`config.mk`:
```
export PLATFORM = sky130hd
export DESIGN_NAME = uart_cmd_engine
export DESIGN_NICKNAME = d
export VERILOG_FILES = /design/src/rtl/uart_cmd_pkg.sv /design/src/rtl/uart_cmd_engine_alu.sv /design/src/rtl/uart_cmd_engine.sv
export SDC_FILE = /design/constraint.sdc
export NUM_CORES = 1
export LEC_CHECK = 0
export ABC_AREA = 1
export ABC_CLOCK_PERIOD_IN_PS = 9600
export BUFFER_PORTS_ARGS = -buffer_cell sky130_fd_sc_hd__buf_2
export CAP_MARGIN = 10
export CORE_MARGIN = 4
export CORE_UTILIZATION = 50
export CTS_CLUSTER_DIAMETER = 50
export DETAILED_ROUTE_END_ITERATION = 16
export PLACE_DENSITY = 0.69
export REMOVE_ABC_BUFFERS = 1
export SYNTH_ARGS = -nofsm -noshare
export SYNTH_HDL_FRONTEND = slang
export SYNTH_HIERARCHICAL = 1
export SYNTH_SLANG_ARGS = --single-unit
```
`constraint.sdc`:
```
create_clock -name clk_100MHz -period 9.6 [get_ports clk_100MHz]
set_input_delay 1.44 -clock clk_100MHz [delete_from_list [all_inputs] [get_ports clk_100MHz]]
set_output_delay 1.44 -clock clk_100MHz [all_outputs]
set_load 0.01 [all_outputs]
```
`src/rtl/uart_cmd_pkg.sv`:
```
// Shared types and constants for the UART command engine.
// Latency: none (package).
// Backpressure: none (package).
package uart_cmd_pkg;

  typedef enum logic [2:0] {
    HUNT   = 3'd0,
    GET_OP = 3'd1,
    GET_A  = 3'd2,
    GET_B  = 3'd3,
    GET_CK = 3'd4,
    EXEC   = 3'd5,
    SEND   = 3'd6
  } state_t;

  localparam logic [7:0] OP_ADD = 8'h01;
  localparam logic [7:0] OP_SUB = 8'h02;
  localparam logic [7:0] OP_MUL = 8'h03;
  localparam logic [7:0] OP_XOR = 8'h04;

  localparam logic [7:0] ST_OK    = 8'h00;
  localparam logic [7:0] ST_BADCK = 8'h01;
  localparam logic [7:0] ST_BADOP = 8'h02;

  // Response frame: header, status, result high, result low, checksum
  localparam int RSP_LEN = 5;

endpackage

```
`src/rtl/uart_cmd_engine_alu.sv`:
```
// Command ALU: checks the frame checksum and evaluates the 8-bit opcode.
// Latency: combinational.
// Backpressure: none; the caller samples the outputs while in EXEC.
module cmd_alu
  import uart_cmd_pkg::*;
(
  input  logic [7:0]  op,
  input  logic [7:0]  a,
  input  logic [7:0]  b,
  input  logic [7:0]  ck,
  output logic [7:0]  status,
  output logic [15:0] result
);

  logic [15:0] a16;
  logic [15:0] b16;

  assign a16 = {8'h00, a};
  assign b16 = {8'h00, b};

  // A bad checksum takes priority over the opcode decode; errors return zero
  always_comb begin
    status = ST_OK;
    result = 16'h0000;
    if (ck != (op ^ a ^ b)) begin
      status = ST_BADCK;
    end else begin
      case (op)
        OP_ADD:  result = a16 + b16;
        OP_SUB:  result = a16 - b16;
        OP_MUL:  result = a16 * b16;
        OP_XOR:  result = {8'h00, a ^ b};
        default: status = ST_BADOP;
      endcase
    end
  end

endmodule

```
`src/rtl/uart_cmd_engine.sv`:
```
// Frame command engine: hunts 5-byte command frames from the RX FIFO, answers with 5-byte response frames.
// Latency: 2 cycles from the CK byte pop to the first TX push (EXEC, then SEND).
// Backpressure: pops only when rx_empty=0, pushes only when tx_full=0, at most one byte every 2 cycles.
// Optional inter-byte timeout is enabled by defining UART_CMD_TIMEOUT_EN.
module uart_cmd_engine
  import uart_cmd_pkg::*;
#(
  parameter int         DBITS          = 8,
  parameter logic [7:0] HDR_CMD        = 8'hA5,
  parameter logic [7:0] HDR_RSP        = 8'h5A,
  parameter int         TIMEOUT_CYCLES = 1_000_000,
  parameter int         TO_BITS        = 20
) (
  input  logic             clk_100MHz,
  input  logic             reset_btn,
  input  logic             rx_empty,
  input  logic [DBITS-1:0] read_data,
  output logic             rd_uart,
  input  logic             tx_full,
  output logic             wr_uart,
  output logic [DBITS-1:0] write_data,
  output logic             busy,
  output logic [7:0]       frame_cnt,
  output logic [7:0]       err_cnt
);

  state_t                   state;
  logic [DBITS-1:0]         op;
  logic [DBITS-1:0]         a;
  logic [DBITS-1:0]         b;
  logic [DBITS-1:0]         ck;
  logic [RSP_LEN*DBITS-1:0] rsp_buf;
  logic [2:0]               tx_idx;
  logic [7:0]               alu_status;
  logic [15:0]              alu_result;
  logic                     rx_pop;
  logic                     tx_push;

`ifdef UART_CMD_TIMEOUT_EN
  localparam logic [TO_BITS-1:0] TO_LAST = TO_BITS'(TIMEOUT_CYCLES - 1);
  logic [TO_BITS-1:0] to_cnt;
`endif

  // The rd_uart/wr_uart terms keep a strobe from repeating before the FIFO flag catches up
  assign rx_pop  = (state inside {HUNT, GET_OP, GET_A, GET_B, GET_CK}) && !rx_empty && !rd_uart;
  assign tx_push = (state == SEND) && !tx_full && !wr_uart;

  cmd_alu u_alu (
    .op     (op),
    .a      (a),
    .b      (b),
    .ck     (ck),
    .status (alu_status),
    .result (alu_result)
  );

  // Frame FSM with registered FIFO strobes, status counters and optional timeout
  always_ff @(posedge clk_100MHz or posedge reset_btn) begin
    if (reset_btn) begin
      state      <= HUNT;
      rd_uart    <= 1'b0;
      wr_uart    <= 1'b0;
      write_data <= '0;
      busy       <= 1'b0;
      frame_cnt  <= 8'h00;
      err_cnt    <= 8'h00;
      op         <= '0;
      a          <= '0;
      b          <= '0;
      ck         <= '0;
      rsp_buf    <= '0;
      tx_idx     <= 3'd0;
`ifdef UART_CMD_TIMEOUT_EN
      to_cnt     <= '0;
`endif
    end else begin
      rd_uart <= 1'b0;
      wr_uart <= 1'b0;
      case (state)
        HUNT: begin
          if (rx_pop) begin
            rd_uart <= 1'b1;
            if (read_data == HDR_CMD) begin
              state <= GET_OP;
              busy  <= 1'b1;
            end
          end
        end
        GET_OP: begin
          if (rx_pop) begin
            rd_uart <= 1'b1;
            op      <= read_data;
            state   <= GET_A;
          end
        end
        GET_A: begin
          if (rx_pop) begin
            rd_uart <= 1'b1;
            a       <= read_data;
            state   <= GET_B;
          end
        end
        GET_B: begin
          if (rx_pop) begin
            rd_uart <= 1'b1;
            b       <= read_data;
            state   <= GET_CK;
          end
        end
        GET_CK: begin
          if (rx_pop) begin
            rd_uart <= 1'b1;
            ck      <= read_data;
            state   <= EXEC;
          end
        end
        EXEC: begin
          rsp_buf <= {HDR_RSP, alu_status, alu_result[15:8], alu_result[7:0],
                      alu_status ^ alu_result[15:8] ^ alu_result[7:0]};
          tx_idx  <= 3'd0;
          if (alu_status == ST_OK) frame_cnt <= frame_cnt + 8'd1;
          else                     err_cnt   <= err_cnt + 8'd1;
          state   <= SEND;
        end
        SEND: begin
          if (tx_push) begin
            wr_uart    <= 1'b1;
            write_data <= rsp_buf[RSP_LEN*DBITS-1 -: DBITS];
            rsp_buf    <= rsp_buf << DBITS;
            if (tx_idx == 3'(RSP_LEN - 1)) begin
              state <= HUNT;
              busy  <= 1'b0;
            end else begin
              tx_idx <= tx_idx + 3'd1;
            end
          end
        end
        default: begin
          state <= HUNT;
          busy  <= 1'b0;
        end
      endcase
`ifdef UART_CMD_TIMEOUT_EN
      // A stalled partial frame is abandoned silently and counted as an error
      if (state inside {GET_OP, GET_A, GET_B, GET_CK}) begin
        if (rx_pop) begin
          to_cnt <= '0;
        end else if (to_cnt == TO_LAST) begin
          to_cnt  <= '0;
          state   <= HUNT;
          busy    <= 1'b0;
          err_cnt <= err_cnt + 8'd1;
        end else begin
          to_cnt <= to_cnt + 1'b1;
        end
      end else begin
        to_cnt <= '0;
      end
`endif
    end
  end

endmodule

```
# == Word-level counts from Yosys, hierarchy flattened ==
# Index checks and enable logic that the tools add are counted.
# classes
n_eq_ne,22
n_mul,1
reduce_logical,26
mux,27
bitwise_logic,7
n_addsub,5
# op_table
op,n
case mux 40 bit (2 select lines),1
case mux 16 bit (4 select lines),1
2-to-1 mux 40 bit,1
bitwise XOR 8 bit,5
2-to-1 mux 3 bit,10
case mux 3 bit (7 select lines),1
"adder 8 x 1 -> 8 bit, second input constant",2
"== test 8 x 2 -> 1 bit, second input constant",2
multiplier 8 x 8 -> 16 bit,1
2-to-1 mux 16 bit,1
AND reduction 2 bit,8
"!= test 2 bit, second input constant",7
"== test 3 bit, second input constant",4
OR reduction 5 bit,2
adder 8 x 8 -> 9 bit,1
subtractor 8 x 8 -> 9 bit,1
"== test 8 x 1 -> 1 bit, second input constant",1
"== test 8 x 3 -> 1 bit, second input constant",1
"== test 8 bit, second input constant",1
logical NOT 8 bit,1
2-to-1 mux 1 bit,8
2-to-1 mux 8 bit,1
!= test 8 bit,1
AND reduction 8 bit,1
other kinds (16),25
# totals
output_inout_bits,27
ff_bits,105
elab_cells,101

# == Depth between registers and ports, before layout ==
# Gate-level depths: netlist (run 1).
# depth
ltp_word,7
depth_mapped,25

# == Modules after synthesis ==
# The synthesis (run 1) kept the hierarchy.
# by_module_without_submodules
mod,instances,cells_each,seq_area_each_um2,area_per_inst_um2
uart_cmd_engine,1,530,2627.5,4703.3
cmd_alu,1,677,0.0,4052.6

# == Worst setup path after synthesis (run 1) ==
# Ideal clock, no wire load.
# synth_timing
kind,register to register
start,register a[1]
end,register rsp_buf[1]
path_stages_with_launch,21
n_path_buf,1
t_arrival_ps,4247
synth_period_minus_slack_ps,4375
setup_time_ps,128
slack_ps,5225
path_cell_list,dfrtp_1 -> buf_4 -> nand2_1 -> fa_1 -> fa_1 -> inv_1 -> fa_1 -> inv_1 -> fa_1 -> inv_1 -> ha_1 -> nand2_1 -> inv_1 -> nand2_1 -> nand2_1 -> a21boi_0 -> o21ai_0 -> a21oi_1 -> xnor2_1 -> xor2_1 -> o22ai_1
# synth_via
elab_chain_cells,7
word_cells_on_any_way,13
classes_between,2 x add/sub; 1 x mul; 1 x eq/ne; 4 x mux; 5 x bitwise
# synth_lines
item,line,text
start: declaration,uart_cmd_engine.sv:29,logic [DBITS-1:0] a;
start signal: assignment,uart_cmd_engine.sv:99,a <= read_data;
"parallel branches: the longest is 3 deep, another holds multiplier 8 x 8 -> 16 bit",-,
2-to-1 mux 16 bit *,uart_cmd_engine_alu.sv:25,if (ck != (op ^ a ^ b)) begin
named net alu_result[9],uart_cmd_engine.sv:35,logic [15:0] alu_result;
bitwise XOR 8 bit * (2 in a row),uart_cmd_engine.sv:119,alu_status ^ alu_result[15:8] ^ alu_result[7:0]};
case mux 40 bit (2 select lines) *,uart_cmd_engine.sv:79,case (state)
end signal: assignment,uart_cmd_engine.sv:118,"rsp_buf <= {HDR_RSP, alu_status, alu_result[15:8], alu_result[7:0],"
end signal: assignment,uart_cmd_engine.sv:129,rsp_buf <= rsp_buf << DBITS;
end: declaration,uart_cmd_engine.sv:32,logic [RSP_LEN*DBITS-1:0] rsp_buf;
# Mark *: on every way through the listed nets, which the timed path passes.
# A chain may end at the register's enable or synchronous reset.

# == Worst setup path after layout (run 1) ==
# layout_timing
start,register a[1]
end,register rsp_buf[0]
# Same word-level chain as after synthesis.

==> results.txt, run 1 <==
Main synth FF type: dfrtp_1
die area: 0.0197 mm²
largest net degree at the start of global routing: 73
Worst Tran Pin Value: 756 ps
Die Width: 140 µm
pwr dens: 339 mW/mm²
Clock Skew: 12.0 ps
Worst Setup Start Kind: flip-flop
Final Hold Viols: 0
setup violators final: 0
post-CTS sizing: 0
first-pass GRT wire length: 33.4 mm
max incr delay on CP: 690 ps
GP Congestion: 0.909
maximum clock frequency: 210 MHz
nets: 1319
WL per Instance: 13.0 µm
Clk Latency, worst-skew pair: 360 ps
Layout Cells excl Fill: 1443
clk sink count: 105
initial antenna violation count: 0
async set-reset flop share out of synthesis: 1.00
HP Class: reg -> reg
#FFs+latches synth: 105
Cell Count Post-Placement: 1427
Reg2Reg Depth: 20
routed wire length: 18.7 mm
Distinct cells, synth: 37
Final Max Tran Viols: 0
gr usage total: 0.204
core area: 0.0172 mm²
mapped cell area: 0.00876 mm²
grt total ovfl: 0
CTS Buf Count: 9
hpwl dp: 14.1 mm
clk slew on worst S/H paths: 70 ps
critical path type: reg -> reg
Critical Path AT: 4990 ps
commonest cells after routing, fill and taps aside: nand2_1 (344), inv_1 (219), dfrtp_1 (105)
via count: 7140
crit end category: flip-flop
starting density of the core: 0.508
minimum clock period: 4770 ps
final setup margin: 4830 ps
peak fanout along the critical path: 14
period utilisation layout: 0.497
row cnt: 48
Ys Warns: 6
outcome: finished clean
drt drc: 0
CP most frequent cell: nand2_1
commonest non-fill, non-tap cell in the layout: nand2_1
clock buffer depth: 2
Post-DRT Antenna Nets: 0
Initial DRT Pass Iterations: 5
# IOs: 39
htree depth: 3
Diodes inserted: 0
port bufs: 38
final core utilization: 0.540
TritonCTS clock tree: done
Place WS: 4860 ps
vias in the first global route: 6761
Crit path required time: 9820 ps
Synth Area per Inst: 7.25 µm²
post-synthesis cell count: 1207
Post-synth EDFFs: 0
worst vdd ir: 0.232 mV
cts hold-fix bufs: 0
die height: 140 µm
Static Leak: 5.18 nW
Max-Cap Viols: 0
TNS Setup: 0 ps
violation count after the first detailed-route iteration: 499
RSZ-0062 raised after global routing: false
hold depth: 1
detail-routed via count per cell: 4.95
Synth-to-Final Area Change: 6.29%
CTS Root Cell: clkbuf_16
CP max stage cell: dfrtp_1
post-CTS setup buffers: 0
Seq/Total Area, Yosys: 0.300
share of cells above drive strength 1: 0.0731
Slew Limit Headroom: 0.496
CP Cell Sequence: nand2_1, fa_1, fa_1, inv_1, fa_1, inv_1, fa_1, inv_1, ha_1, nand2_1, inv_1, nand2_1, nand2_1, or2_2, nand3_1, a21oi_1, xnor2_1, nand2_1, nand2_1, o22ai_1
report_power, final:
group | switching (W) | internal, W
Sequential | 0.000235 | 0.000604
Clock | 0.000171 | 0.000257
Combinational | 0.00117 | 0.000715
Total | 0.00158 | 0.00158
cell usage after synthesis (all sizes together) (19+ instances only):
library cell / number / area [µm²]
o21ai: 84 / 424
nand3: 72 / 398
xor2: 25 / 219
a21oi: 30 / 150
ha: 56 / 701
dfrtp: 105 / 2630
nand2: 350 / 1340
buf: 42 / 274
fa: 38 / 761
nor2: 87 / 369
xnor2: 25 / 219
nand4: 19 / 119
inv: 228 / 856
critical path, delay by kind of cell, from the launching register on:
family	cells	cell delay (ps)
simple gates	8	680
buf+inv	4	220
compound gates	2	400
fa+ha+maj	5	2440
xor+xnor	1	190
flops	1	690
final timing paths:
kind	start	to	slack, ps
setup / recovery	a[1]	rsp_buf[0]	4830
hold / removal	frame_cnt[7]	frame_cnt[7]	460
setup reg to reg	a[1]	rsp_buf[0]	4830
hold reg to reg	frame_cnt[7]	frame_cnt[7]	460
max in group asynchronous	reset_btn	rsp_buf[15]	7310
min in group asynchronous	reset_btn	frame_cnt[6]	1130
final cells by class:
class                           count  area (µm²)
Multi-Input combinational cell    829        4990
Fill cell                        1629        7930
Clock inverter                      7         121
Tap cell                          225         282
Timing Repair Buffer               40         205
Clock buffer                        9         225
Inverter                          228         858
Sequential cell                   105        2630
cell families after synthesis:
family	Yosys count	synth area share
fa+ha+maj	94	0.167
compound gates	143	0.0882
buf+inv	278	0.132
simple gates	536	0.262
xor+xnor	50	0.0500
other cells	1	0.000428
flops	105	0.300
through the flow:
step	hold slack (ps)	instance area [µm²]	power (W)
CTS	469	9310	0.00317
global placement	456	8960	0.00269
floorplan	467	8470	0.00227
finish	464	9310	0.00315
detailed placement	459	8960	0.00273
global route	501	9310	0.00356
metal layers:
metal	vias to the layer above	share of wire	GRT usage
met5	-	0	0
met4	0	0.021	0.0622
met3	27	0.035	0.0283
met2	146	0.45	0.315
met1	3247	0.49	0.299
li1	3720	-	-
sequential cells by signal (all words and copies together) (netlist names):
name / cells
rsp_buf: 40
a: 8
b: 8
ck: 8
err_cnt: 8
frame_cnt: 8
op: 8
write_data: 8
state: 3
tx_idx: 3
busy: 1
rd_uart: 1
wr_uart: 1
Note: power is estimated with default switching activity, not from simulation.
==> inputs of run 2 (changes only) <==
Settings changed: ABC_CLOCK_PERIOD_IN_PS 9600 to 4300, PLACE_DENSITY 0.69 to 0.71.
Clock period 9.6 ns to 4.3 ns, I/O delays scaled along.
==> run 2 against run 1 <==
The flow now finishes with violations (setup timing); via count increased by 4.4%; non-clock buffer count increased by 57; combinational power increased to 3.1 times the previous value; critical path type unchanged; critical endpoint is now rsp_buf[6]; largest cell class unchanged; largest power group unchanged; highest routed layer unchanged.
==> results.txt, run 2 (same netlist as run 1, synthesis figures left out) <==
outcome: complete, but fails checks
failing checks: setup timing
htree depth: 3
HP Class: in -> async
final hold slack: 264 ps
Post-DRT Antenna Nets: 0
commonest non-fill, non-tap cell in the layout: nand2_1
cts hold-fix bufs: 0
Static Leak: 5.49 nW
row cnt: 48
GP Congestion: 0.891
Diodes inserted: 0
WL per Instance: 13.5 µm
Max-Cap Viols: 0
crit end category: flip-flop
grt total ovfl: 0
core area: 0.0172 mm²
final setup margin: -2.93 ps
Initial DRT Pass Iterations: 7
maximum clock frequency: 232 MHz
commonest cells after routing, fill and taps aside: nand2_1 (321), inv_1 (212), dfrtp_1 (97)
CTS Buf Count: 9
Cell Count Post-Placement: 1470
TritonCTS clock tree: done
r2r setup slk: -3 ps
Final Max Tran Viols: 0
first-pass GRT wire length: 34.1 mm
# IOs: 39
Critical Path AT: 4570 ps
clock buffer depth: 2
gr usage total: 0.209
vias in the first global route: 7248
Crit path required time: 4570 ps
Clk Latency, worst-skew pair: 360 ps
clk sink count: 105
minimum clock period: 4300 ps
hpwl dp: 15.1 mm
port bufs: 38
max reg flops: 40
Worst Setup Start Kind: flip-flop
share of cells above drive strength 1: 0.177
peak fanout along the critical path: 5
Clock Skew: 10.7 ps
worst vdd ir: 0.458 mV
Final Hold Viols: 0
via count: 7457
period utilisation layout: 1.00
RSZ-0062 raised after global routing: true
critical path type: reg -> reg
clk slew on worst S/H paths: 70 ps
violation count after the first detailed-route iteration: 483
Layout Cells excl Fill: 1500
Synth-to-Final Area Change: 15.0%
initial antenna violation count: 0
die height: 140 µm
Worst Tran Pin Value: 812 ps
die area: 0.0197 mm²
starting density of the core: 0.508
drt drc: 0
Slew Limit Headroom: 0.458
Die Width: 140 µm
detail-routed via count per cell: 4.97
CTS Root Cell: clkbuf_16
largest net degree at the start of global routing: 73
Top reg by flops: rsp_buf
pwr dens: 834 mW/mm²
routed wire length: 20.2 mm
nets: 1376
setup violators final: 1
==> run 2: changes by cell type in the layout (fill, tap and decap cells not counted), moves of 8 or more <==
cell | previous run | this run
nand2_2 | 3 | 22
dfrtp_1 | 105 | 97
dfrtp_2 | 0 | 8
nand3_2 | 0 | 9
nand2_1 | 344 | 321
ha_4 | 0 | 8
a21oi_2 | 0 | 8
ha_1 | 56 | 47
a21oi_1 | 30 | 20
buf_4 | 2 | 57
nand3_1 | 69 | 59
==> run 2: through the flow <==
stage | cell area [µm²] | setup slack [ps] | power [W] | setup TNS (ps) | utilization
floorplan | 8470 | -103 | 0.00506 | -296 | -
global placement | 9280 | -171 | 0.00634 | -1130 | 0.539
detailed placement | 9280 | -243 | 0.00646 | -2060 | 0.539
CTS | 9810 | -3.52 | 0.00796 | -3.52 | 0.569
global route | 10100 | -231 | 0.00930 | -2380 | 0.584
finish | 10100 | -2.93 | 0.00839 | -2.93 | 0.584
==> run 2: per-layer routing <==
metal | wire, µm | track usage | up-vias
li1 | - | - | 3838
met1 | 9280 | 0.280 | 3420
met2 | 9780 | 0.348 | 166
met3 | 752 | 0.0331 | 33
met4 | 430 | 0.0683 | 0
met5 | 0 | 0 | -
==> run 2: path summary, 6_finish.rpt <==
path | startpoint | endpoint | cells after the start
setup / recovery | b[4] | rsp_buf[6] | 22
hold / removal | reset_btn | err_cnt[7] | 2
setup reg to reg | b[4] | rsp_buf[6] | 22
hold reg to reg | frame_cnt[7] | frame_cnt[7] | 1
max in group asynchronous | reset_btn | b[2] | 3
min in group clk_100MHz | frame_cnt[7] | frame_cnt[7] | 1
==> run 2: area by class of cell <==
class	count	area (µm²)
repair buffers	97	641
clock inverters	5	61.3
well taps	225	282
fillers	1579	7170
inverters	228	858
clock buffers	11	243
flip-flops and latches	105	2640
multi-input cells	829	5350
==> run 2: critical path, stage by stage, from the launching register on <==
cell,delay [ps]
dfrtp_2,440
buf_6,130
ha_4,150
fa_1,530
fa_1,440
fa_1,510
inv_1,50
fa_1,490
inv_2,50
ha_4,260
nand2_4,110
inv_1,50
nand2_2,80
nand2_1,50
nand2_1,70
nand3_1,70
nand2_1,60
nand3_1,70
a21oi_2,250
xnor2_2,110
nand2_1,70
nand2_1,50
o22ai_1,130
==> run 2: timing repair <==
action | 4_1_cts | 5_1_grt
setup buffers | 6 | 8
pin swaps | 26 | 55
resized for setup | 41 | 59
endpoints found under the setup margin | 16 | 18
==> run 2: power by group <==
group	leakage [nW]	switching [W]	internal [W]
logic	4.01	0.00343	0.00242
clock network	0.151	0.000382	0.000472
registers	1.33	0.000328	0.00136
total	5.49	0.00414	0.00425
